--- config.mk ---
export PLATFORM = sky130hd
export DESIGN_NAME = issue_execute_fifo
export DESIGN_NICKNAME = d
export VERILOG_FILES = /design/src/rtl/issue_execute_fifo.sv
export SDC_FILE = /design/constraint.sdc
export NUM_CORES = 1
export LEC_CHECK = 0
export CORE_ASPECT_RATIO = 0.5
export CORE_MARGIN = 2
export CORE_UTILIZATION = 35
export CTS_CLUSTER_SIZE = 28
export DETAILED_ROUTE_END_ITERATION = 10
export GPL_ROUTABILITY_DRIVEN = 0
export PLACE_DENSITY = 0.48
export REMOVE_ABC_BUFFERS = 1
export SETUP_SLACK_MARGIN = 0.1
export SYNTH_ARGS = -nofsm -noshare
export SYNTH_HDL_FRONTEND = slang
export SYNTH_SLANG_ARGS = --single-unit
--- constraint.sdc ---
create_clock -name clk -period 16 [get_ports clk]
set_clock_uncertainty 0.15 [all_clocks]
set_input_delay 2.4 -clock clk [delete_from_list [all_inputs] [get_ports clk]]
set_output_delay 2.4 -clock clk [all_outputs]
set_load 0.01 [all_outputs]
--- src/rtl/issue_execute_fifo.sv ---
// rtl/issue_execute_fifo.sv - issue->execute show-ahead queue with commit-driven flush
package issue_execute_fifo_pkg;
    typedef struct packed {
        logic [5:0]  rob_idx;
        logic [3:0]  alu_op;
        logic [4:0]  rd;
        logic [31:0] rs1_val;
        logic [31:0] rs2_val;
    } issue_execute_pack_t;

    typedef struct packed {
        logic enable;
        logic flush;
    } commit_feedback_pack_t;
endpackage

module issue_execute_fifo
    import issue_execute_fifo_pkg::*;
#(
    parameter int DEPTH = 16
) (
    input  logic                        clk,
    input  logic                        rst,
    input  issue_execute_pack_t         data_in,
    input  logic                        push,
    output logic                        full,
    output issue_execute_pack_t         data_out,
    output logic                        data_out_valid,
    input  logic                        pop,
    output logic [$clog2(DEPTH):0]      count,
    input  commit_feedback_pack_t       commit_feedback_pack
);
    localparam int AW = $clog2(DEPTH);
    localparam int CW = AW + 1;

    issue_execute_pack_t mem [DEPTH];

    logic [AW-1:0] rptr_q, rptr_d;
    logic [AW-1:0] wptr_q, wptr_d;
    logic [CW-1:0] count_q, count_d;

    logic flush;
    logic push_ok;
    logic pop_ok;

    assign full           = (count_q == CW'(DEPTH));
    assign data_out_valid = (count_q != '0);
    assign count          = count_q;
    // Zero when empty so consumers never see stale array contents.
    assign data_out       = data_out_valid ? mem[rptr_q] : '0;

    assign flush   = commit_feedback_pack.enable && commit_feedback_pack.flush;
    assign push_ok = push && !full && !flush;
    assign pop_ok  = pop && data_out_valid && !flush;

    always_comb begin
        rptr_d  = rptr_q;
        wptr_d  = wptr_q;
        count_d = count_q;
        if (flush) begin
            rptr_d  = '0;
            wptr_d  = '0;
            count_d = '0;
        end else begin
            if (push_ok) wptr_d = wptr_q + AW'(1);
            if (pop_ok)  rptr_d = rptr_q + AW'(1);
            unique case ({push_ok, pop_ok})
                2'b10:   count_d = count_q + CW'(1);
                2'b01:   count_d = count_q - CW'(1);
                default: count_d = count_q;
            endcase
        end
    end

    always_ff @(posedge clk or negedge rst) begin
        if (!rst) begin
            rptr_q  <= '0;
            wptr_q  <= '0;
            count_q <= '0;
        end else begin
            rptr_q  <= rptr_d;
            wptr_q  <= wptr_d;
            count_q <= count_d;
        end
    end

    always_ff @(posedge clk) begin
        if (push_ok) mem[wptr_q] <= data_in;
    end

`ifndef SYNTHESIS
    always @(posedge clk) begin
        if (rst) begin
            assert (count_q <= CW'(DEPTH)) else $error("count exceeds DEPTH");
            assert (!(push_ok && full)) else $error("push accepted while full");
            assert (!(pop_ok && !data_out_valid)) else $error("pop accepted while empty");
        end
    end
`endif
endmodule
; ---- Word level (Yosys, flattened, before mapping)
; Memories as Yosys holds them, arrays and structs flattened.
; Cells that the tools add are included.
[op_classes]
mux = 9
n_addsub = 4
n_reduce_logical = 11
n_eq_ne = 3
[ops]
columns = operator, count
row1 = 79-bit two-way mux, 1
row2 = 4-bit two-way mux, 4
row3 = 5-bit one-hot mux with 2 select lines, 1
row4 = 4-bit by 1-bit adder with 4-bit output (second input constant), 2
row5 = 5-bit by 1-bit adder with 5-bit output (second input constant), 1
row6 = 5-bit == test (second input constant), 1
row7 = 1-bit logical AND, 5
row8 = 5-bit two-way mux, 1
row9 = 5-bit nonzero test, 1
row10 = 5-bit by 1-bit subtractor with 5-bit output (second input constant), 1
row11 = 2-bit nonzero test, 2
row12 = 3-bit nonzero test, 1
row13 = 2-bit by 1-bit == test with 1-bit output (second input constant), 1
row14 = 2-bit == test (second input constant), 1
row15 = 1-bit zero test, 2
row16 = 1-bit two-way mux, 2
[totals]
wordCells = 31
ram_bits = 1264
mem_count = 1
input_bits = 85
ff_bits = 13
out_inout_bits = 86
[mem_list]
columns = memory, depth, word_bits, read_ports, rd_ports_with_merged_regs, write_ports, line_no
row1 = mem, 16, 79, 1, 0, 1, 36  ; issue_execute_pack_t mem [DEPTH];

; ---- Logic depth before layout (Yosys ltp)
; Gate-level depths: netlist of the first run.
[depth]
word_depth = 7
mapped_depth = 10
mapped_depth_nobuf = 9

; ---- Least setup slack after synthesis of the first run
; OpenSTA, ideal clock, no wires.
[synth_path]
path_type = input to register
start = in commit_feedback_pack[1] in the netlist's numbering
end = mem mem[0][0] in the netlist's numbering, enable pin
cell_stages = 4
path_buffers = 1
t_required_ns = 15.333
setup_slack_ns = 8.969
t_arrival_ns = 6.364
setup_time_ns = 0.517
cell_sequence = and2_1 > clkbuf_1 > or3_1 > nor2_1
[synth_between]
elab_chain_cells = 5
[synth_rtl]
columns = item, line_no
row1 = from (decl), 31  ; input commit_feedback_pack_t commit_feedback_pack
row2 = 1-bit logical AND, 52  ; assign flush = commit_feedback_pack.enable && commit_feedback_pack.flush;
row3 = 1-bit zero test, 53  ; assign push_ok = push && !full && !flush;
row4 = 1-bit logical AND, 53
row5 = 1-bit two-way mux, 88  ; if (push_ok) mem[wptr_q] <= data_in;
row6 = 1-bit two-way mux (not written as such), 88
row7 = to (decl), 36
; Every way passes these cells.

==> results by stage, run 1 <==
Finish:
- Cells with a size suffix above 1 make up 23.9% of the layout.
- The final cell utilization of the core is 41.1%.
- The number of nets in the finished design is 2356.
- With fillers left out, the area of the finished cells amounts to 56500 µm².
- The layout has 11974 filler cells.
- The growth of design area from synthesis to finish is 16.2%.

Min path:
- The origin of the worst min-delay path is wptr_q[3].
- Along the worst hold path, the cell count comes to 2.
- The worst hold path belongs to the class flop to flop.
- The worst hold path terminates at wptr_q[3].

Yosys:
- The flop and latch count out of synthesis is 1277.
- For this run, the leading register cell type out of synthesis is sky130_fd_sc_hd__edfxtp_1.
- After technology mapping, the gate count stands at 2043.
- The area of the mapped netlist is 48600 µm².
- The top cell type's share of synthesized area is 78.1%.
- The post-synthesis async set-or-reset flop share is 1.02%.
- The count of yosys warnings during synthesis is 0.
- Synthesis instantiated 37 different standard cells from the library.
- The sequential fraction of the synthesis area is 78.8%.
- The number of synthesized flops with an enable pin is 1264.
- The cell type contributing the most total cell area after synthesis is sky130_fd_sc_hd__edfxtp_1.
- A synthesized cell averages 23.8 µm².
- Sorting the synthesized cells by area gives the leading types as sky130_fd_sc_hd__edfxtp_1 78%, sky130_fd_sc_hd__mux4_2 15%, sky130_fd_sc_hd__mux2i_1 3.3%.

Power:
- The analysis attributes to cell leakage a power of 16.8 nW.
- The power spent charging and discharging nets is 0.00267 W.
- Of the total power, the clock network draws 29.8%.
- The combinational cell fraction of total power is 27.9%.
- Cell internal power was estimated by the tool at 0.00672 W.
- Per report_power, the sequential group accounts for 42.3% of the total.
- VDD sags by at most 0.126 mV.
- Net switching is 28.4% of the power.
- The power density normalized to cell area is 166 nW/µm².

Route:
- The detail route stage leaves a number of antenna-violating nets equal to 0.
- The final layout contains routed wiring with a total length of 116 mm.
- Before antenna repair, the detailed router went through 5 iterations.
- For this run, design rule violations remaining after detail routing come to 0.
- The number of vias in the routed layout is 21810.
- The via count normalized by instance count is 5.16.
- In this run, the number of DRC markers left after iteration 0 of detailed routing was 1906.
- The detailed-route wire length per cell is 27.5 µm.

STA:
- Setup repair after global routing left no endpoint under its margin.
- The worst slew margin relative to its limit is 15.1%.
- The final critical path time including I/O delays and setup is 8080 ps.
- Setup violations remaining at the end of the flow were counted as 0.
- The slack of the critical path is 7920 ps.
- The final-report hold violation count came to 0.
- Setup total negative slack on the finished layout was measured at 0 ps.
- The maximum clock frequency is 124 MHz.
- For the pin with the worst max-slew slack, the measured transition is 1270 ps.
- On the final layout, the worst hold slack is 462 ps.
- The count of final max-slew check failures came to 0.
- Of the available clock period, the critical path in the final layout requires 50.5%.

Critical path:
- For the worst setup path, the data arrival time is 5530 ps.
- STA classifies the critical path startpoint as a flop.
- The startpoint identified for the worst register-to-register timing path is count[2].
- The number of cells on the worst reg-to-reg path is 6.
- For flop-to-flop paths, the worst setup slack is 11780 ps.
- In this run the worst path has a maximum fanout of 108.
- The setup path with the least slack is of type flop to output pin.
- The type of destination of the critical path is an output pin.
- The worst register-to-register path ends at mem[10][16].
- STA puts the critical path data required time at 13450 ps.

Floorplan:
- The vertical die dimension is 267 µm.
- The floorplan row count is 96.
- The placeable core area is 137000 µm².
- In this run the count of I/O pins placed on the die edge is 171.
- The floorplan step set the die width to 531 µm.
- The initial standard-cell utilization of the core is 35.4%.
- The area of the die is 142000 µm².

Clock network:
- The clock transition time at the flip-flop clock pins of the worst setup and hold paths is 70 ps.
- The clock net in this run drives a total of 1277 sinks.
- TritonCTS built the clock tree.
- The TritonCTS buffer count is 117.
- In this run the clock root is driven by a sky130_fd_sc_hd__clkbuf_16.
- The number of setup buffers added after CTS is 0.
- The depth of the CTS H-tree is 3.
- The number of gates resized after CTS was 0.
- The quantity of hold-fixing buffers added after cts is 0.
- In this run the deepest clock path goes through 3 buffers.
- For the worst-skew pair, the clock arrives at the later sink with an insertion delay of 710 ps.

GRT:
- The initial antenna violation count is 4.
- The via count of the first global-routing pass is 23183.
- Global routing consumed, over all layers together, 16.5% of the routing resources.
- The first global-routing pass estimated 166 mm of wire.
- The maximum number of pins on one net before global-route repair is 116.
- The final global-route overflow total is 0.

Placement:
- After detailed placement, the total cell area comes to 52700 µm².
- Detailed placement ended at an HPWL of 55.0 mm.
- The worst slack at placement is 8430 ps.
- The number of I/O port buffers is 170.

Status:
- The run finished with clean final reports.

Job:
- The max-cap violation count is 0.
[area by class of cell]
| cell class | count | area, µm² | share of cell area (%) |
|---|---|---|---|
| Sequential cell | 1277 | 38300 | 67.8 |
| Multi-Input combinational cell | 649 | 9950 | 17.6 |
| Clock buffer | 138 | 3050 | 5.40 |
| Tap cell | 1862 | 2330 | 4.12 |
| Timing Repair Buffer | 215 | 2090 | 3.70 |
| Clock inverter | 83 | 766 | 1.36 |
| Inverter | 4 | 15.0 | 0.0266 |
| Antenna cell | 1 | 2.50 | 0.00443 |
[placed cells by master, fill, tap and decap left out, types with 3 or more instances in the layout]
master                            Yosys  final
sky130_fd_sc_hd__buf_4                3     41
sky130_fd_sc_hd__ha_1                 7      7
sky130_fd_sc_hd__clkbuf_16            0    119
sky130_fd_sc_hd__xnor2_1              3      3
sky130_fd_sc_hd__clkinv_1             0     25
sky130_fd_sc_hd__bufinv_16            0     13
sky130_fd_sc_hd__o22ai_1             79     79
sky130_fd_sc_hd__clkinv_2             0     31
sky130_fd_sc_hd__or3_1                4      4
sky130_fd_sc_hd__clkdlybuf4s50_1      0    170
sky130_fd_sc_hd__nor2_1              30     14
sky130_fd_sc_hd__o21ai_0              4      4
sky130_fd_sc_hd__edfxtp_1          1264   1264
sky130_fd_sc_hd__xor2_1               6      6
sky130_fd_sc_hd__clkinvlp_4           0      9
sky130_fd_sc_hd__mux2i_1            161    161
sky130_fd_sc_hd__nor2_4               0     16
sky130_fd_sc_hd__a21oi_1              6      6
sky130_fd_sc_hd__clkbuf_1            42     19
sky130_fd_sc_hd__inv_1                4      4
sky130_fd_sc_hd__nand2_1             10      9
sky130_fd_sc_hd__buf_12               0      4
sky130_fd_sc_hd__mux4_2             316    316
sky130_fd_sc_hd__nand3_1              4      4
sky130_fd_sc_hd__dfrtp_4              0      3
sky130_fd_sc_hd__dfrtp_1             13     10
[synth_stat cells (all sizes together), types with 6 or more instances]
cell type and n:
a21oi 6, buf 71, clkbuf 42, dfrtp 13, edfxtp 1264, ha 7
mux2i 161, mux4 316, nand2 10, nor2 30, o22ai 79, xor2 6
[flip-flops by register name (all words and copies together), names as in the netlist]
register,count
rptr_q,4
count,5
mem,1264
wptr_q,4
[critical path, cell delays in order (launching register included)]
cell	delay (ps)
sky130_fd_sc_hd__dfrtp_4	990
sky130_fd_sc_hd__buf_12	780
sky130_fd_sc_hd__buf_4	670
sky130_fd_sc_hd__buf_12	700
sky130_fd_sc_hd__mux4_2	610
sky130_fd_sc_hd__mux2i_1	230
sky130_fd_sc_hd__o22ai_1	120
sky130_fd_sc_hd__clkdlybuf4s50_1	570
[per-stage QoR]
stage	cells	power [W]
after floorplan	1930	0.00634
after global placement	4007	0.00674
after detailed placement	4007	0.00674
after CTS	4228	0.00956
after global routing	4229	0.00981
final	4229	0.00939
[how the worst max path moves through the flow]
stage | end | slack [ps] | start | cells past startpoint
global route | data_out[34] | 7350 | rptr_q[0] | 7
detailed placement | data_out[34] | 8430 | rptr_q[0] | 7
floorplan | data_out[0] | 70 | rptr_q[0] | 3
global placement | data_out[12] | 8390 | rptr_q[0] | 7
CTS | data_out[34] | 7620 | rptr_q[0] | 7
finish | data_out[74] | 7920 | rptr_q[0] | 7
[layer usage]
metal | up-vias | share of wire, % | track usage (%) | routed length (µm)
met1 | 11985 | 46 | 23.8 | 53800
li1 | 9220 | - | - | -
met2 | 462 | 48 | 26.2 | 55200
met3 | 139 | 4.5 | 2.82 | 5230
met4 | 4 | 1.6 | 3.50 | 1900
met5 | - | 0.023 | 0 | 27
[cells by family after synthesis]
group	count (synthesis)	synth area share, %
simple gates	57	0.528
buf+inv	117	1.05
flops	1277	78.8
fa+ha+maj	7	0.180
xor+xnor	9	0.162
mux	477	18.0
compound gates	99	1.36
[power by group through the flow]
stage	clock network, W	logic [W]	registers, W
floorplan	0	0.00207	0.00427
global placement	0	0.00270	0.00404
detailed placement	0	0.00270	0.00404
CTS	0.00288	0.00270	0.00397
global route	0.00301	0.00282	0.00399
finish	0.00280	0.00262	0.00397
Power figures use the tool's default switching activity.
==> inputs of run 2 (changes only) <==
--- a/config.mk
+++ b/config.mk
@@ -11,7 +11,7 @@
 export CTS_CLUSTER_SIZE = 28
 export DETAILED_ROUTE_END_ITERATION = 10
 export GPL_ROUTABILITY_DRIVEN = 0
-export PLACE_DENSITY = 0.48
+export PLACE_DENSITY = 0.49
 export REMOVE_ABC_BUFFERS = 1
 export SETUP_SLACK_MARGIN = 0.1
 export SYNTH_ARGS = -nofsm -noshare
==> constraint.sdc (replaced) <==
create_clock -name clk -period 6.7 [get_ports clk]
set_clock_uncertainty 0.15 [all_clocks]
set_input_delay 1.005 -clock clk [delete_from_list [all_inputs] [get_ports clk]]
set_output_delay 1.005 -clock clk [all_outputs]
set_load 0.01 [all_outputs]
==> results by stage, run 2 (same netlist as run 1, synthesis figures left out) <==
Critical path:
- The delay of the slowest critical-path stage is 780 ps (-210 ps).
- The data required time at the worst endpoint is 5540 ps (-7910 ps).
- The startpoint type of the worst setup path is a flop.
- The worst setup path is captured at an output pin.
- The critical path's slowest cell is sky130_fd_sc_hd__nand2b_4.
- The signal on the critical path passes through nor4_1 -> nand2b_1 -> nand2b_4 -> buf_4 -> o22ai_1 -> clkdlybuf4s50_1.
- The arrival time of data at the critical path endpoint is 4380 ps (-1150 ps).
- The classification of the worst setup path is flop to output pin.
- The largest fanout on the critical path is 41 (-62%).
- The total buffers and inverters traversed by the critical path came to 2 (-2).
- The category of cells accounting for the largest share of critical-path delay is simple AND/OR/NAND/NOR gates.

STA:
- The share of the clock period used by the worst path after layout is 82.5%.
- The slack of the critical path was 1170 ps (-6750 ps).
- Setup repair after global routing left no endpoint under its margin.
- The final critical path time including I/O delays and setup is 5530 ps.
- The final-report hold violation count came to 0 (unchanged).
- The number of failing setup endpoints in the final timing report is 0 (unchanged).
- The tightest hold margin is 493 ps (+30.5 ps).
- The worst slew margin relative to its limit was 27.6% (+12 points).
- The count of final max-slew check failures was 0 (unchanged).
- The worst-margin pin slew came to 1090 ps (-184 ps).
- Derived from the worst setup path, the maximum achievable clock frequency is 181 MHz.
- The setup total negative slack came to 0 ps (unchanged).

Power:
- The maximum resistive drop on vdd is 0.295 mV (+130%).
- The internal power contribution came to 0.0159 W (+140%).
- The sequential cell fraction of total power came to 42.7% (+0.4 points).
- The combinational cell fraction of total power was 28.0% (about the same).
- The power density normalized to cell area is 393 nW/µm² (+140%).
- The power spent charging and discharging nets is 0.00633 W (+140%).
- The switching power as a share of total power is 28.4% (about the same).
- The portion of total power attributed to the clock network was 29.3% (-0.5 points).
- The static leakage came to 16.8 nW (+0.13%).

Finish:
- The fill cell instance count of the final layout is 11991 (+0.14%).
- Ranked by flip-flop count, first place goes to mem.
- The final design area excluding fillers is 56600 µm² (+0.23%).
- The number of nets in the finished design is 2358 (+0.085%).
- The fraction of layout instances using a drive strength above 1 is 23.2% (-0.68 points).
- The flip-flop count of the largest register after layout came to 1264 (unchanged).
- Leaving out fill and tap cells, the most frequent cell in the layout is sky130_fd_sc_hd__edfxtp_1.
- In the layout the commonest cells are 1264 x sky130_fd_sc_hd__edfxtp_1, 316 x sky130_fd_sc_hd__mux4_2, 170 x sky130_fd_sc_hd__clkdlybuf4s50_1.
- The area growth from synthesis to layout is 16.5%.

Placement:
- The area of placed instances came to 52900 µm² (+0.46%).
- The total half-perimeter wirelength after legalization and detailed placement is 55.8 mm (+1.4%).
- The number of I/O port buffers is 170 (unchanged).
- The worst slack at placement is 1870 ps (-6560 ps).

Clock network:
- The quantity of hold-fixing buffers added after cts is 0 (unchanged).
- The clock transition time at the flip-flop clock pins of the worst setup and hold paths is 70 ps (about the same).
- The depth of the CTS H-tree is 3 (unchanged).
- The number of buffers added for setup after CTS is 0 (unchanged).
- The maximum clock path buffer count came to 3 (unchanged).
- The CTS tree is done.
- The total clock sinks was 1277 (unchanged).
- The post-cts resize count is 0 (unchanged).
- The clock latency at the later pin of the worst-skew pair is 700 ps (about the same).
- The TritonCTS buffer count came to 117 (unchanged).
- The tree is rooted in a sky130_fd_sc_hd__clkbuf_16.

Route:
- The via count normalized by instance count came to 5.12 (-0.77%).
- The number of optimization iterations in the first detailed-route pass is 5 (unchanged).
- The highest metal layer carrying signal wires in the routed design is met5.
- The detailed-route wire length per cell is 26.4 µm (-3.8%).
- The detailed-routed wire length on met3 is 4.17 mm (-20%).
- The DRC violation count after routing is 0 (unchanged).
- The final routed wirelength across all metal layers is 112 mm (-3.8%).
- The number of DRC violations after detailed-routing iteration 0 is 1685 (-12%).
- The met1 wire length was 51.1 mm (-5.0%).
- The met2 wirelength from detailed routing is 54.7 mm (-0.87%).
- The final antenna-violating net count is 0 (unchanged).
- The number of vias in the routed layout is 21642 (-0.77%).

Floorplan:
- The vertical die dimension is 267 µm (unchanged).
- The initial standard-cell utilization of the core is 35.4% (unchanged).
- The floorplan row count was 96 (unchanged).
- The area of the die came to 142000 µm² (unchanged).
- The floorplan die width is 531 µm (unchanged).
- The I/O pin count was 171 (unchanged).
- The placeable core area was 137000 µm² (unchanged).

GRT:
- The final global-route overflow total was 0 (unchanged).
- The initial antenna violation count is 1 (-3).
- The global-route usage over all layers is 15.9% (-0.60 points).
- The first-pass GRT wire length is 163 mm (-2.3%).
- The maximum number of pins on one net before global-route repair came to 81 (-30%).
- The via count of the first global-routing pass is 23277 (+0.41%).

Status:
- The run finished with clean final reports.

Job:
- The max-cap violation count is 0 (unchanged).

Min path:
- The path category of the worst min-delay check is flop to flop.
## run 2: cell types whose count changed in the layout (fill, tap and decap cells not counted), sizes merged
cell,before,now
clkbuf,138,142
clkinvlp,9,1
clkinv,59,64
inv,6,8
buf,45,47
bufinv,13,8
## run 2: per-layer routing
layer | track usage (%) | up-vias
met2 | 25.9 | 379
met3 | 2.81 | 133
li1 | - | 9222
met4 | 3.17 | 2
met1 | 22.4 | 11906
met5 | 0 | -
## run 2: path summary, 6_finish.rpt
check	slack [ps]	depth (start not counted)	end	start
worst max-delay path	1170	6	data_out[73]	count[1]
worst min-delay path	490	2	wptr_q[3]	wptr_q[3]
worst max register to register	3350	5	mem[11][33]	count[1]
worst min register to register	490	2	wptr_q[3]	wptr_q[3]
max in group asynchronous	5290	1	rptr_q[3]	rst
min in group asynchronous	580	1	count[0]	rst
## run 2: tightest hold or removal path: stages, from the launching register on
cell and delay (ps):
sky130_fd_sc_hd__dfrtp_1 440, sky130_fd_sc_hd__xor2_1 90, sky130_fd_sc_hd__nor2_1 70
## run 2: through the flow
stage	util (%)	cells	total power, W
after floorplan	-	1930	0.0136
after global placement	38.5	4009	0.0161
after detailed placement	38.5	4009	0.0161
after CTS	41.2	4228	0.0227
after global routing	41.2	4228	0.0233
final	41.2	4229	0.0223
## run 2: power by group through the flow
stage | logic (W) | registers, W | clock network, W
5_1_grt | 0.00671 | 0.00955 | 0.00702
4_1_cts | 0.00644 | 0.00952 | 0.00671
2_1_floorplan | 0.00359 | 0.00998 | 0
3_5_place_dp | 0.00643 | 0.00969 | 0
3_3_place_gp | 0.00643 | 0.00967 | 0
6_report | 0.00622 | 0.00950 | 0.00653
## run 2: final cells by class
cell class / instances / area [µm²] / area share [%]
clock inverter: 77 / 617 / 1.09
timing repair buffer: 217 / 2330 / 4.11
antenna: 1 / 2.50 / 0.00442
sequential: 1277 / 38300 / 67.6
inverter: 4 / 15.0 / 0.0265
multi-input combinational: 649 / 9950 / 17.6
clock buffer: 142 / 3090 / 5.45
tap: 1862 / 2330 / 4.11
==> inputs of run 3 (changes only) <==
==> constraint.sdc (replaced) <==
create_clock -name clk -period 4.7 [get_ports clk]
set_clock_uncertainty 0.15 [all_clocks]
set_input_delay 0.705 -clock clk [delete_from_list [all_inputs] [get_ports clk]]
set_output_delay 0.705 -clock clk [all_outputs]
set_load 0.01 [all_outputs]
==> results by stage, run 3 (same netlist as run 1, synthesis figures left out) <==
Status:
- The flow ran to the end, and the final reports show no timing, DRC or antenna violations.

STA:
- The count of final max-slew check failures is 0 (unchanged).
- The worst slew margin relative to its limit came to 43.5% (+16 points).
- The setup total negative slack was 0 ps (unchanged).
- The final-report hold violation count is 0 (unchanged).
- The number of failing setup endpoints in the final timing report is 0 (unchanged).
- The tightest hold margin is 251 ps (-241 ps).
- The maximum clock frequency is 228 MHz.
- Setup repair after global routing left no endpoint under its margin.
- The routed design could run at a clock period as short as 4380 ps.
- The worst-margin pin slew is 846 ps (-241 ps).
- The share of the clock period used by the worst path after layout is 93.1%.

Finish:
- The library cell used most frequently in the layout, excluding fill and tap cells, is sky130_fd_sc_hd__edfxtp_1.
- The growth of design area from synthesis to finish is 18.3%.
- The fraction of layout instances using a drive strength above 1 was 25.7% (+2.5 points).
- The register ranked first by flip-flop count is mem.
- The final antenna diode count is 0 (-1).
- The fill cell instance count of the final layout was 11961 (-0.25%).
- The final design area excluding fillers is 57500 µm² (+1.5%).
- The number of nets in the finished design is 2418 (+2.5%).
- The library cells used most frequently in the layout, excluding fill and tap cells, are 1264 x sky130_fd_sc_hd__edfxtp_1, 316 x sky130_fd_sc_hd__mux4_2, 170 x sky130_fd_sc_hd__clkdlybuf4s50_1.
- The final standard cell count with taps included and fillers excluded is 4286 (+1.3%).
- The flip-flop count of the largest register after layout came to 1264 (unchanged).

Floorplan:
- The I/O pin count is 171 (unchanged).
- The initial standard-cell utilization of the core came to 35.4% (unchanged).
- The placeable core area is 137000 µm² (unchanged).
- The floorplan die width is 531 µm (unchanged).
- The floorplan row count is 96 (unchanged).
- The vertical die dimension is 267 µm (unchanged).
- The area of the die came to 142000 µm² (unchanged).

GRT:
- The initial antenna violation count was 1 (unchanged).
- The global-route usage over all layers came to 16.5% (+0.67 points).
- The first-pass GRT wire length is 168 mm (+3.0%).
- The maximum number of pins on one net before global-route repair came to 70 (-14%).
- The via count of the first global-routing pass was 23401 (+0.53%).
- The final global-route overflow total is 0 (unchanged).

Route:
- The DRC violation count after routing came to 0 (unchanged).
- The detailed-route wire length per cell came to 27.2 µm (+3.0%).
- The final routed wirelength across all metal layers is 117 mm (+4.4%).
- The via count normalized by instance count came to 5.14 (+0.48%).
- The number of DRC violations after detailed-routing iteration 0 is 1711 (+1.5%).
- The number of optimization iterations in the first detailed-route pass is 5 (unchanged).
- The final antenna-violating net count was 0 (unchanged).
- The number of vias in the routed layout is 22038 (+1.8%).

Clock network:
- The root buffer cell chosen for the clock tree is sky130_fd_sc_hd__clkbuf_16.
- The maximum clock path buffer count is 3 (unchanged).
- The number of buffers added for setup after CTS is 0 (unchanged).
- The CTS tree is done.
- The total clock sinks is 1277 (unchanged).
- The TritonCTS buffer count is 117 (unchanged).
- The quantity of hold-fixing buffers added after cts is 0 (unchanged).
- The clock transition time at the flip-flop clock pins of the worst setup and hold paths is 70 ps (about the same).
- The depth of the CTS H-tree is 3 (unchanged).
- The clock latency at the later pin of the worst-skew pair is 720 ps (+20 ps).

Power:
- The static leakage is 17.3 nW (+2.7%).
- The maximum resistive drop on vdd is 0.344 mV (+17%).
- The total chip power is 0.0324 W (+46%).
- The power density normalized to cell area was 564 nW/µm² (+44%).

Critical path:
- The critical path goes through nor4_2 -> nand2b_4 -> nand2b_4 -> buf_12 -> o22ai_1 -> clkdlybuf4s50_1.
- Among the stages of the critical path, the cell type that occurs most often is sky130_fd_sc_hd__nand2b_4.
- The critical path's slowest cell is sky130_fd_sc_hd__nor4_2.
- The depth of the critical timing path with buffers and inverters included is 6 (unchanged).
- The data required time at the worst endpoint is 3850 ps (-1690 ps).
- The arrival time of data at the critical path endpoint is 3520 ps (-860 ps).
- The category of cells accounting for the largest share of critical-path delay is simple AND/OR/NAND/NOR gates.
- The largest fanout on the critical path is 40 (-2.4%).
- The classification of the worst setup path is flop to output pin.
- The count of cells along the worst register-to-register path was 9 (+4).
- The total buffers and inverters traversed by the critical path is 2 (unchanged).
- The delay of the slowest critical-path stage was 590 ps (-190 ps).
- STA classifies the critical path startpoint as a flop.
- The type of destination of the critical path is an output pin.

Placement:
- The number of I/O port buffers is 170 (unchanged).
- The total half-perimeter wirelength after legalization and detailed placement is 61.2 mm (+9.6%).
- The cell count after placement is 4066 (+1.4%).
- The area of placed instances is 53600 µm² (+1.4%).

Min path:
- The path category of the worst min-delay check is primary input to async pin.

Job:
- The max-cap violation count is 0 (unchanged).
==> run 3: worst paths after layout <==
check	from	endpoint	slack, ps
hold / removal	rst	count[2]	250
setup reg to reg	count[1]	count[4]	1790
min in group clk	wptr_q[3]	wptr_q[3]	480
max in group asynchronous	rst	rptr_q[0]	3620
setup / recovery	count[1]	data_out[9]	320
hold reg to reg	wptr_q[3]	wptr_q[3]	480
==> run 3: cell type report <==
cell class	instances	area [µm²]	area share, %
flip-flops and latches	1277	38300	66.6
multi-input cells	652	10000	17.4
clock inverters	78	764	1.33
clock buffers	139	3040	5.29
inverters	4	15.0	0.0261
repair buffers	274	3050	5.30
well taps	1862	2330	4.05
==> run 3: through the flow <==
| stage | setup slack (ps) | util, % |
|---|---|---|
| 2_1_floorplan | -9530 | - |
| 3_3_place_gp | 644 | 39.0 |
| 3_5_place_dp | 552 | 39.0 |
| 4_1_cts | 289 | 41.8 |
| 5_1_grt | 146 | 41.8 |
| 6_report | 323 | 41.8 |
==> run 3: worst reg2reg max path, stage by stage (launching register included) <==
cell and delay, ps:
sky130_fd_sc_hd__dfrtp_1 480, sky130_fd_sc_hd__or4_4 630, sky130_fd_sc_hd__o211ai_4 230, sky130_fd_sc_hd__xnor2_1 100
sky130_fd_sc_hd__ha_1 250, sky130_fd_sc_hd__or3_1 320, sky130_fd_sc_hd__a21oi_1 150, sky130_fd_sc_hd__mux2i_1 90
sky130_fd_sc_hd__or3_1 310, sky130_fd_sc_hd__a21oi_1 140
==> run 3: report_power, final <==
part / internal (W) / switching, W / leakage [nW]
Sequential: 0.0132 / 0.000305 / 11.6
Clock: 0.00538 / 0.00418 / 1.88
Combinational: 0.00470 / 0.00470 / 3.82
Total: 0.0233 / 0.00919 / 17.3
==> run 3: what timing repair did <==
| item | in CTS | in global routing |
|---|---|---|
| endpoints found under the hold margin | 0 | 0 |
| endpoints found under the setup margin | 79 | 0 |
| gates resized for setup | 5 | 0 |
==> run 3: per-layer routing <==
layer  share of wire (%)  global-route usage [%]  vias to the layer above
li1                    -                       -                     9357
met1                  46                    23.4                    12137
met2                  49                    27.2                      409
met3                 3.5                    2.32                      135
met4                 1.7                    3.80                        0
met5                   0                       0                        -
